$ cat config.mk
export PLATFORM = sky130hd
export DESIGN_NAME = parking_exit_gate
export DESIGN_NICKNAME = d
export VERILOG_FILES = /design/src/rtl/parking_pkg.sv /design/src/rtl/seven_seg_decode.sv /design/src/rtl/parking_exit_gate.sv
export SDC_FILE = /design/constraint.sdc
export NUM_CORES = 1
export LEC_CHECK = 0
export CORE_UTILIZATION = 37
export CTS_CLUSTER_DIAMETER = 100
export CTS_CLUSTER_SIZE = 30
export DETAILED_ROUTE_END_ITERATION = 12
export PLACE_DENSITY = 0.61
export SYNTH_ARGS = -nofsm -noshare
export SYNTH_HDL_FRONTEND = slang
export SYNTH_SLANG_ARGS = --single-unit
$ cat constraint.sdc
create_clock -name clk -period 7.97 [get_ports clk]
set_clock_uncertainty 0.1 [all_clocks]
set_input_delay 1.9925 -clock clk [delete_from_list [all_inputs] [get_ports clk]]
set_output_delay 1.9925 -clock clk [all_outputs]
set_load 0.01 [all_outputs]
$ cat src/rtl/parking_pkg.sv
`default_nettype none
// +------------------------------------------------------------------+
// | Package : parking_pkg                                            |
// | Purpose : Types and constants shared by the car-park gate        |
// |           controllers: gate FSM state encoding (common to the    |
// |           entrance and exit sides), active-low 7-segment digit   |
// |           patterns {g,f,e,d,c,b,a} and the default capacity.     |
// | Rev     : 1.0  initial release                                   |
// +------------------------------------------------------------------+
package parking_pkg;

  // Encoding is shared with the entrance controller; do not reorder.
  typedef enum logic [1:0] {
    ST_IDLE          = 2'd0,
    ST_WAIT_PASSWORD = 2'd1,
    ST_WRONG_PASS    = 2'd2,
    ST_OPEN          = 2'd3
  } gate_state_e;

  localparam int DEFAULT_CAPACITY = 20;

  localparam logic [6:0] SEG_0     = 7'b1000000;
  localparam logic [6:0] SEG_1     = 7'b1111001;
  localparam logic [6:0] SEG_2     = 7'b0100100;
  localparam logic [6:0] SEG_3     = 7'b0110000;
  localparam logic [6:0] SEG_4     = 7'b0011001;
  localparam logic [6:0] SEG_5     = 7'b0010010;
  localparam logic [6:0] SEG_6     = 7'b0000010;
  localparam logic [6:0] SEG_7     = 7'b1111000;
  localparam logic [6:0] SEG_8     = 7'b0000000;
  localparam logic [6:0] SEG_9     = 7'b0010000;
  localparam logic [6:0] SEG_BLANK = 7'b1111111;

  // Non-BCD codes (10..15) blank the display rather than show garbage.
  function automatic logic [6:0] bcd_to_seg(input logic [3:0] d);
    case (d)
      4'd0:    return SEG_0;
      4'd1:    return SEG_1;
      4'd2:    return SEG_2;
      4'd3:    return SEG_3;
      4'd4:    return SEG_4;
      4'd5:    return SEG_5;
      4'd6:    return SEG_6;
      4'd7:    return SEG_7;
      4'd8:    return SEG_8;
      4'd9:    return SEG_9;
      default: return SEG_BLANK;
    endcase
  endfunction

endpackage
`default_nettype wire

$ cat src/rtl/seven_seg_decode.sv
`default_nettype none
// +------------------------------------------------------------------+
// | Module  : seven_seg_decode                                       |
// | Purpose : Registered BCD to active-low 7-segment decoder.        |
// | Ports   : clk    in  1  clock                                    |
// |           reset  in  1  synchronous active-high reset (blank)    |
// |           bcd_i  in  4  BCD digit                                |
// |           seg_o  out 7  segments {g,f,e,d,c,b,a}, active low     |
// | Rev     : 1.0  initial release                                   |
// +------------------------------------------------------------------+
module seven_seg_decode
  import parking_pkg::*;
(
  input  logic       clk,
  input  logic       reset,
  input  logic [3:0] bcd_i,
  output logic [6:0] seg_o
);

  logic [6:0] seg_q;

  always_ff @(posedge clk) begin
    if (reset) seg_q <= SEG_BLANK;
    else       seg_q <= bcd_to_seg(bcd_i);
  end

  assign seg_o = seg_q;

endmodule
`default_nettype wire

$ cat src/rtl/parking_exit_gate.sv
`default_nettype none
// +------------------------------------------------------------------+
// | Module  : parking_exit_gate                                      |
// | Purpose : Exit barrier controller. Checks a 2-digit exit code,   |
// |           opens the barrier, counts departures, keeps the shared |
// |           occupancy count and shows free spaces on two 7-seg     |
// |           digits.                                                |
// | Ports   : clk, reset            clock / sync active-high reset   |
// |           sensor_exit           car waiting at exit loop (level) |
// |           sensor_clear          car passed the barrier (level)   |
// |           car_entered           1-cycle pulse per admitted car   |
// |           password_1/2 [1:0]    exit code digits                 |
// |           GREEN_LED, RED_LED    barrier lamps (registered)       |
// |           HEX_1 / HEX_2 [6:0]   free-space tens / ones, act. low |
// |           full                  occupancy == CAPACITY            |
// | Rev     : 1.0  initial release                                   |
// +------------------------------------------------------------------+
module parking_exit_gate
  import parking_pkg::*;
#(
  parameter int         CAPACITY    = DEFAULT_CAPACITY,
  parameter int         WAIT_CYCLES = 3,
  parameter int         TIMEOUT     = 16,
  parameter logic [1:0] EXIT_PASS_1 = 2'b10,
  parameter logic [1:0] EXIT_PASS_2 = 2'b01
) (
  input  logic       clk,
  input  logic       reset,
  input  logic       sensor_exit,
  input  logic       sensor_clear,
  input  logic       car_entered,
  input  logic [1:0] password_1,
  input  logic [1:0] password_2,
  output logic       GREEN_LED,
  output logic       RED_LED,
  output logic [6:0] HEX_1,
  output logic [6:0] HEX_2,
  output logic       full
);

  localparam int OCC_W  = $clog2(CAPACITY + 1);
  localparam int WAIT_W = $clog2(WAIT_CYCLES + 1);
  localparam int TMO_W  = $clog2(TIMEOUT + 1);

  localparam logic [OCC_W-1:0]  CAP_OCC   = OCC_W'(CAPACITY);
  localparam logic [WAIT_W-1:0] WAIT_LAST = WAIT_W'(WAIT_CYCLES - 1);
  localparam logic [TMO_W-1:0]  TMO_LAST  = TMO_W'(TIMEOUT - 1);

  gate_state_e       state_q;
  logic [WAIT_W-1:0] wait_cnt_q;
  logic [TMO_W-1:0]  tmo_cnt_q;
  logic              green_q, red_q;
  logic [OCC_W-1:0]  occ_q, occ_d;
  logic              full_q;

  logic       pass_ok;
  logic       depart;
  logic [6:0] free;
  logic [3:0] tens, ones;

  assign pass_ok = (password_1 == EXIT_PASS_1) && (password_2 == EXIT_PASS_2);
  assign depart  = (state_q == ST_OPEN) && sensor_clear;

  // Saturating occupancy; a departure and an admission in the same
  // cycle cancel out.
  always_comb begin
    occ_d = occ_q;
    if (depart && !car_entered) begin
      if (occ_q != '0) occ_d = occ_q - 1'b1;
    end else if (car_entered && !depart) begin
      if (occ_q != CAP_OCC) occ_d = occ_q + 1'b1;
    end
  end

  // Gate FSM. LEDs are loaded from the state being entered so they
  // change on the same edge as the state register.
  always_ff @(posedge clk) begin
    if (reset) begin
      state_q    <= ST_IDLE;
      wait_cnt_q <= '0;
      tmo_cnt_q  <= '0;
      green_q    <= 1'b0;
      red_q      <= 1'b0;
    end else begin
      case (state_q)
        ST_IDLE: begin
          // An empty car park has nobody to let out.
          if (sensor_exit && occ_q != '0) begin
            state_q    <= ST_WAIT_PASSWORD;
            wait_cnt_q <= '0;
            red_q      <= 1'b1;
            green_q    <= 1'b0;
          end
        end
        ST_WAIT_PASSWORD: begin
          if (wait_cnt_q == WAIT_LAST) begin
            wait_cnt_q <= '0;
            if (pass_ok) begin
              state_q <= ST_OPEN;
              green_q <= 1'b1;
              red_q   <= 1'b0;
            end else begin
              state_q   <= ST_WRONG_PASS;
              tmo_cnt_q <= '0;
              red_q     <= ~red_q;
              green_q   <= 1'b0;
            end
          end else begin
            wait_cnt_q <= wait_cnt_q + 1'b1;
          end
        end
        ST_WRONG_PASS: begin
          if (pass_ok) begin
            state_q   <= ST_OPEN;
            tmo_cnt_q <= '0;
            green_q   <= 1'b1;
            red_q     <= 1'b0;
          end else if (sensor_exit) begin
            tmo_cnt_q <= '0;
            red_q     <= ~red_q;
          end else if (tmo_cnt_q == TMO_LAST) begin
            // Car backed away from the loop: give up on it.
            state_q   <= ST_IDLE;
            tmo_cnt_q <= '0;
            red_q     <= 1'b0;
            green_q   <= 1'b0;
          end else begin
            tmo_cnt_q <= tmo_cnt_q + 1'b1;
            red_q     <= ~red_q;
          end
        end
        ST_OPEN: begin
          if (sensor_clear) begin
            green_q <= 1'b0;
            if (sensor_exit) begin
              // Next car already queued: go straight to code entry.
              state_q    <= ST_WAIT_PASSWORD;
              wait_cnt_q <= '0;
              red_q      <= 1'b1;
            end else begin
              state_q <= ST_IDLE;
              red_q   <= 1'b0;
            end
          end
        end
        default: begin
          state_q <= ST_IDLE;
          green_q <= 1'b0;
          red_q   <= 1'b0;
        end
      endcase
    end
  end

  always_ff @(posedge clk) begin
    if (reset) begin
      occ_q  <= '0;
      full_q <= 1'b0;
    end else begin
      occ_q  <= occ_d;
      full_q <= (occ_q == CAP_OCC);
    end
  end

  // CAPACITY <= 99 so free always fits in 7 bits and splits cleanly
  // into two BCD digits.
  assign free = 7'(CAP_OCC - occ_q);
  assign tens = 4'(free / 7'd10);
  assign ones = 4'(free % 7'd10);

  seven_seg_decode u_hex_tens (
    .clk   (clk),
    .reset (reset),
    .bcd_i (tens),
    .seg_o (HEX_1)
  );

  seven_seg_decode u_hex_ones (
    .clk   (clk),
    .reset (reset),
    .bcd_i (ones),
    .seg_o (HEX_2)
  );

  assign GREEN_LED = green_q;
  assign RED_LED   = red_q;
  assign full      = full_q;

endmodule
`default_nettype wire

== Yosys cells after proc, flatten, opt, wreduce, memory -nomap -nowiden ==
Memory sizes are Yosys's and may differ from the RTL's. A register that Yosys moved wholly into a read port is not among the register bits.
Index checks and enable logic that the tools add are counted.

* Register bits: 17
* Bits in read-only memories: 224
* Bits of input ports: 9
* Output and inout port bits: 17
* Logic and storage cells: 93
* Memories kept: 2

{| class="wikitable"
|+ Memories
! memory !! words !! width !! read ports !! clocked after Yosys merged registers in !! write ports !! RTL line !! text
|-
| (no name shown) || 16 || 7 || 1 || 1 || 0 || parking_pkg.sv:36 || <nowiki>case (d)</nowiki>
|-
| (no name shown) || 16 || 7 || 1 || 1 || 0 || parking_pkg.sv:36 ||
|}

* Add/sub/neg operators: 5
* Divide/modulo/power cells: 2
* Eq/ne operators: 17
* Muxes and demuxes: 41
* Bitwise gates (word level): 1
* Reductions and logical operators: 18

{| class="wikitable"
|+ Operators by type and width
! cell !! count
|-
| 5-bit two-way mux || 9
|-
| 2-bit two-way mux || 10
|-
| 1-bit two-way mux || 17
|-
| 5-bit by 1-bit adder with 5-bit output, second input constant || 2
|-
| 2-bit inequality test, second input constant || 5
|-
| 5-bit case mux with 2 select lines || 1
|-
| 3-bit AND reduction || 3
|-
| 2-bit == test, second input constant || 4
|-
| 1-bit case mux with 4 select lines || 2
|-
| 2-bit case mux with 4 select lines || 1
|-
| 7-bit by 4-bit divider with 7-bit output, second input constant || 1
|-
| 7-bit by 4-bit remainder unit with 7-bit output, second input constant || 1
|-
| 3-bit inequality test, second input constant || 2
|-
| 2-bit case mux with 3 select lines || 1
|-
| 2-bit nonzero test || 3
|-
| 5-bit by 5-bit subtractor with 6-bit output, first input constant || 1
|-
| 5-bit by 4-bit == test with 1-bit output, second input constant || 1
|-
| 5-bit == test, second input constant || 1
|-
| 1-bit logical AND || 5
|-
| 5-bit inequality test, second input constant || 1
|-
| 5-bit AND reduction || 1
|-
| 5-bit nonzero test || 1
|-
| 5-bit by 1-bit subtractor with 5-bit output, second input constant || 1
|-
| 2-bit by 1-bit == test with 1-bit output, second input constant || 2
|-
| 7 further kinds || 8
|}

== Depth between registers and ports, before layout ==
* Depth in word-level cells: 6
* Mapped depth: 17
* Mapped depth without buffers: 15

== Hierarchy ==
From an unflattened synthesis, not the netlist that was laid out.

* Cell total of the unflattened synthesis: 259
* Area, all modules: 2,229.6 um^2

{| class="wikitable"
|+ By module, submodules not included
! module !! instances !! cells each !! area each (um^2) !! sequential area each (um^2)
|-
| parking_exit_gate || 1 || 179 || 1,463.9 || 340.3
|-
| seven_seg_decode || 2 || 40 || 382.9 || 140.1
|}

== Least setup slack after synthesis ==
No wires, ideal clock.

* Kind: input-to-reg
* Start: in sensor_clear
* End: reg occ_q[4]
* Setup time: 0.128 ns
* Arrival: 3.422 ns
* Data required time: 7.742 ns
* Path slack: 4.320 ns
* Cell stages on the path: 11
* Path buffers: 0
* Cells stage by stage: and2_1 -> ha_1 -> inv_1 -> fa_1 -> inv_1 -> a21o_1 -> a21oi_1 -> xnor2_1 -> nand2_1 -> xnor2_1 -> nor2_1

* Longest elaborated chain between the ends: 5
* Elaborated cells on any way between the ends: 9
* Those cells by class: eq/ne: 1; mux: 1; reduce/logical: 7

{| class="wikitable"
|+ RTL lines
! item !! RTL line !! text
|-
| start, declared || parking_exit_gate.sv:30 || <nowiki>input logic sensor_clear,</nowiki>
|-
| 1-bit logical AND * || parking_exit_gate.sv:62 || <nowiki>assign depart = (state_q == ST_OPEN) && sensor_clear;</nowiki>
|-
| 1-bit zero test || parking_exit_gate.sv:70 || <nowiki>end else if (car_entered && !depart) begin</nowiki>
|-
| 1-bit logical AND || parking_exit_gate.sv:70 ||
|-
| 2-bit nonzero test (no source line) || -- ||
|-
| 3-bit AND reduction (no source line) || -- ||
|-
| end signal, assigned || parking_exit_gate.sv:157 || <nowiki>occ_q <= '0;</nowiki>
|-
| end signal, assigned || parking_exit_gate.sv:160 || <nowiki>occ_q <= occ_d;</nowiki>
|-
| end, declared || parking_exit_gate.sv:53 || <nowiki>logic [OCC_W-1:0] occ_q, occ_d;</nowiki>
|}

Mark *: on every way between the ends. The rest lies on a longest branch, timed or not.
A chain may end at the register's enable or synchronous reset.

== Worst setup path in the final report ==
Ends and elaborated chain as after synthesis.

==> flow_metrics.env <==
export IMPL_initial_core_util_pct=38.3
export IMPL_die_h_um=77.3
export IMPL_firstDrtPassIters=4
export IMPL_synth_simple_area_share_pct=23.0
export IMPL_vias=1671
export IMPL_synth_main_ff_cell="dfxtp_1"
export IMPL_grt_pass1_vias=1533
export IMPL_yosysWarnings=0
export IMPL_p_leak_uw=0.00101
export IMPL_cts_tree="yes"
export IMPL_cts_resized=0
export IMPL_synth_edf_count=0
export IMPL_synth_top_family_by_area="simple AND/OR/NAND/NOR gates"
export IMPL_grt_use_total_pct=14.2
export IMPL_hold_viol=0
export IMPL_route_detailed_drc=0
export IMPL_synth_fa_ha_area_share_pct=14.7
export IMPL_grt_max_degree=27
export IMPL_cts_buffers=5
export IMPL_crit_type="in2reg"
export IMPL_status="complete, no violations"
export IMPL_dp_final_hpwl_um=2750
export IMPL_synth_top_area_share_pct=29.6
export IMPL_grt_pass1_wl_um=6890
export IMPL_htree_levels=2
export IMPL_syn_nets=271
export IMPL_drt_total_wl_um=3850
export IMPL_fin_crit_ns=4.04
export IMPL_synthCells=238
export IMPL_critPathMaxFanout=7
export IMPL_clock_latency_ns=0.28
export IMPL_synthMuxAreaShare_pct=1.67
export IMPL_gr_total_overflow=0
export IMPL_fmax_mhz=247
export IMPL_finalMaxSlewViolations=0
export IMPL_synthXorXnorAreaFrac_pct=2.51
export IMPL_ys_types=58
export IMPL_rsz0062_at_grt="false"
export IMPL_min_path_type="reg2reg"
export IMPL_power_density_nw_per_um2=253
export IMPL_avgSynthCellArea_um2=8.81
export IMPL_crit_arrival_ns=4.07
export IMPL_cts_buffer_depth=2
export IMPL_slew_limit_headroom_pct=32.3
export IMPL_drtIter0Drc=43
export IMPL_cts_hold_buffers=0
export IMPL_synth_seq_cells=31
export IMPL_antenna_found_initial=0
export IMPL_tightest_slew_ns=1.01
export IMPL_core_area_um2=5470
export IMPL_setup_worst_path_start_class="primary input"
export IMPL_post_cts_buffers=0
export IMPL_nets=295
export IMPL_synth_area_um2=2100
export IMPL_peakVddDrop_mv=0.152
export IMPL_root_buffer="clkbuf_8"
export IMPL_setup_violations=0
export IMPL_port_buffers=25
export IMPL_die_area_um2=5970
export IMPL_drtAntennaViolNets=0
export IMPL_synth_compound_area_share_pct=22.7
export IMPL_holdWs_ns=0.375
export IMPL_clock_sinks=31
export IMPL_cpMaxStageDelayCell="clkdlybuf4s50_1"
export IMPL_max_stage_delay_ns=0.49
export IMPL_period_share_pct=50.7
export IMPL_rows=27
export IMPL_fp_dieW_um=77.3
export IMPL_ys_seq_area_share_pct=29.6
export IMPL_gp_congestion=0.775
export IMPL_timing_critical_path_cells="clkdlybuf4s50_1 -> and2_1 -> ha_1 -> inv_1 -> fa_1 -> inv_1 -> a21o_1 -> a21oi_1 -> xnor2_1 -> nand2_1 -> xnor2_1 -> nor2_1"
export IMPL_synthArstFlopShare_pct=0
export IMPL_cp_required_ns=8.00
export IMPL_synth_area_leader_cell="dfxtp_1"
export IMPL_diodes=0
export IMPL_clkTransAtPathRegs_ns=0.07
export IMPL_fin_setup_tns_ns=0
export IMPL_wl_per_cell_um=11.5
export IMPL_end_kind="register"
export IMPL_drive_above_1_share_pct=10.6
export IMPL_maxCapViolCount=0
export IMPL_ys_top_cells_by_area="dfxtp_1 (30%), ha_1 (14%), nand2_1 (4.7%)"
export IMPL_io_pins=26
export IMPL_syn_to_final_growth_pct=18.9
export IMPL_via_per_inst=4.99
per-layer routing:
metal / part of all wire, % / track usage [%] / wire length (um) / up-vias
met5: 0 / 0 / 0 / -
met1: 49 / 17.7 / 1870 / 759
met2: 47 / 23.9 / 1800 / 31
li1: - / - / - / 874
met3: 3.4 / 3.21 / 131 / 7
met4: 1.3 / 5.09 / 51 / 0
state kept, by name, summed over array words and instances, names as in the netlist:
signal / flops
full: 1
wait_cnt_q: 2
GREEN_LED: 1
occ_q: 5
RED_LED: 1
u_hex_ones.seg_o: 7
u_hex_tens.seg_o: 7
state_q: 2
tmo_cnt_q: 5
critical path, delay by kind of cell:
kind            cells  cell delay, ns
compound gates      2            0.17
xor+xnor            2            0.29
fa+ha+maj           2            0.70
buf+inv             3            0.65
simple gates        3            0.27
cell usage in the layout (no fill, tap or decap), types with 3 or more instances in the layout:
| cell | Yosys | routed |
|---|---|---|
| clkbuf_8 | 0 | 6 |
| nand3_1 | 6 | 6 |
| nand2_1 | 26 | 26 |
| o21ai_0 | 11 | 11 |
| xnor2_1 | 6 | 6 |
| inv_1 | 14 | 14 |
| a31oi_1 | 4 | 4 |
| nor3_1 | 3 | 3 |
| ha_1 | 23 | 23 |
| nor2b_1 | 6 | 6 |
| clkdlybuf4s50_1 | 0 | 25 |
| dfxtp_1 | 31 | 31 |
| nand2b_1 | 6 | 6 |
| or3_1 | 3 | 3 |
| a21oi_1 | 14 | 14 |
| and2_1 | 3 | 3 |
| nor2_1 | 18 | 18 |
| nor3b_1 | 4 | 4 |
| a21o_1 | 5 | 5 |
worst paths after layout:
kind / startpoint / to / slack [ns] / cells past startpoint
worst max-delay path: sensor_clear / occ_q[4] / 3.93 / 12
worst min-delay path: tmo_cnt_q[1] / tmo_cnt_q[1] / 0.37 / 2
worst max register to register: occ_q[0] / u_hex_ones.seg_o[4] / 4.09 / 14
worst min register to register: tmo_cnt_q[1] / tmo_cnt_q[1] / 0.37 / 2
kinds of logic (layout without fill, tap and decap cells):
| kind of cell | count (synthesis) | after routing |
|---|---|---|
| simple gates | 89 | 89 |
| compound gates | 62 | 62 |
| flops | 31 | 31 |
| fa+ha+maj | 24 | 24 |
| buf+inv | 23 | 48 |
| xor+xnor | 6 | 6 |
| mux | 3 | 3 |
stage by stage:
step	instances	total power, uW	worst slack [ns]	cell area, um2	utilization [%]
2_1_floorplan	238	396	4.32	2100	-
3_3_place_gp	327	473	3.67	2370	43.4
3_5_place_dp	327	473	3.60	2370	43.4
4_1_cts	335	640	3.91	2490	45.5
5_1_grt	335	687	3.68	2490	45.5
6_report	335	631	3.93	2490	45.5
cell type report:
cell class	count	area [um2]
multi-input cells	184	1360
fillers	554	2980
well taps	72	90.1
repair buffers	25	250
inverters	15	58.8
clock inverters	2	35.0
clock buffers	6	82.6
flip-flops and latches	31	621
Yosys cell counts (all sizes together), types with 3 or more instances:
master and count:
a211oi 3, a21o 7, a21oi 17, a31oi 5, and2 3, buf 5, dfxtp 31, ha 23
inv 15, nand2 26, nand2b 6, nand3 6, nor2 19, nor2b 6, nor3 3, nor3b 5
o21ai 14, o31ai 3, or3 4, xnor2 6
report_power, final:
part | switching (uW) | internal [uW] | total [uW]
registers | 15.6 | 182 | 198
logic | 144 | 127 | 271
clock network | 60.8 | 101 | 162
Note: power is estimated with default switching activity, not from simulation.
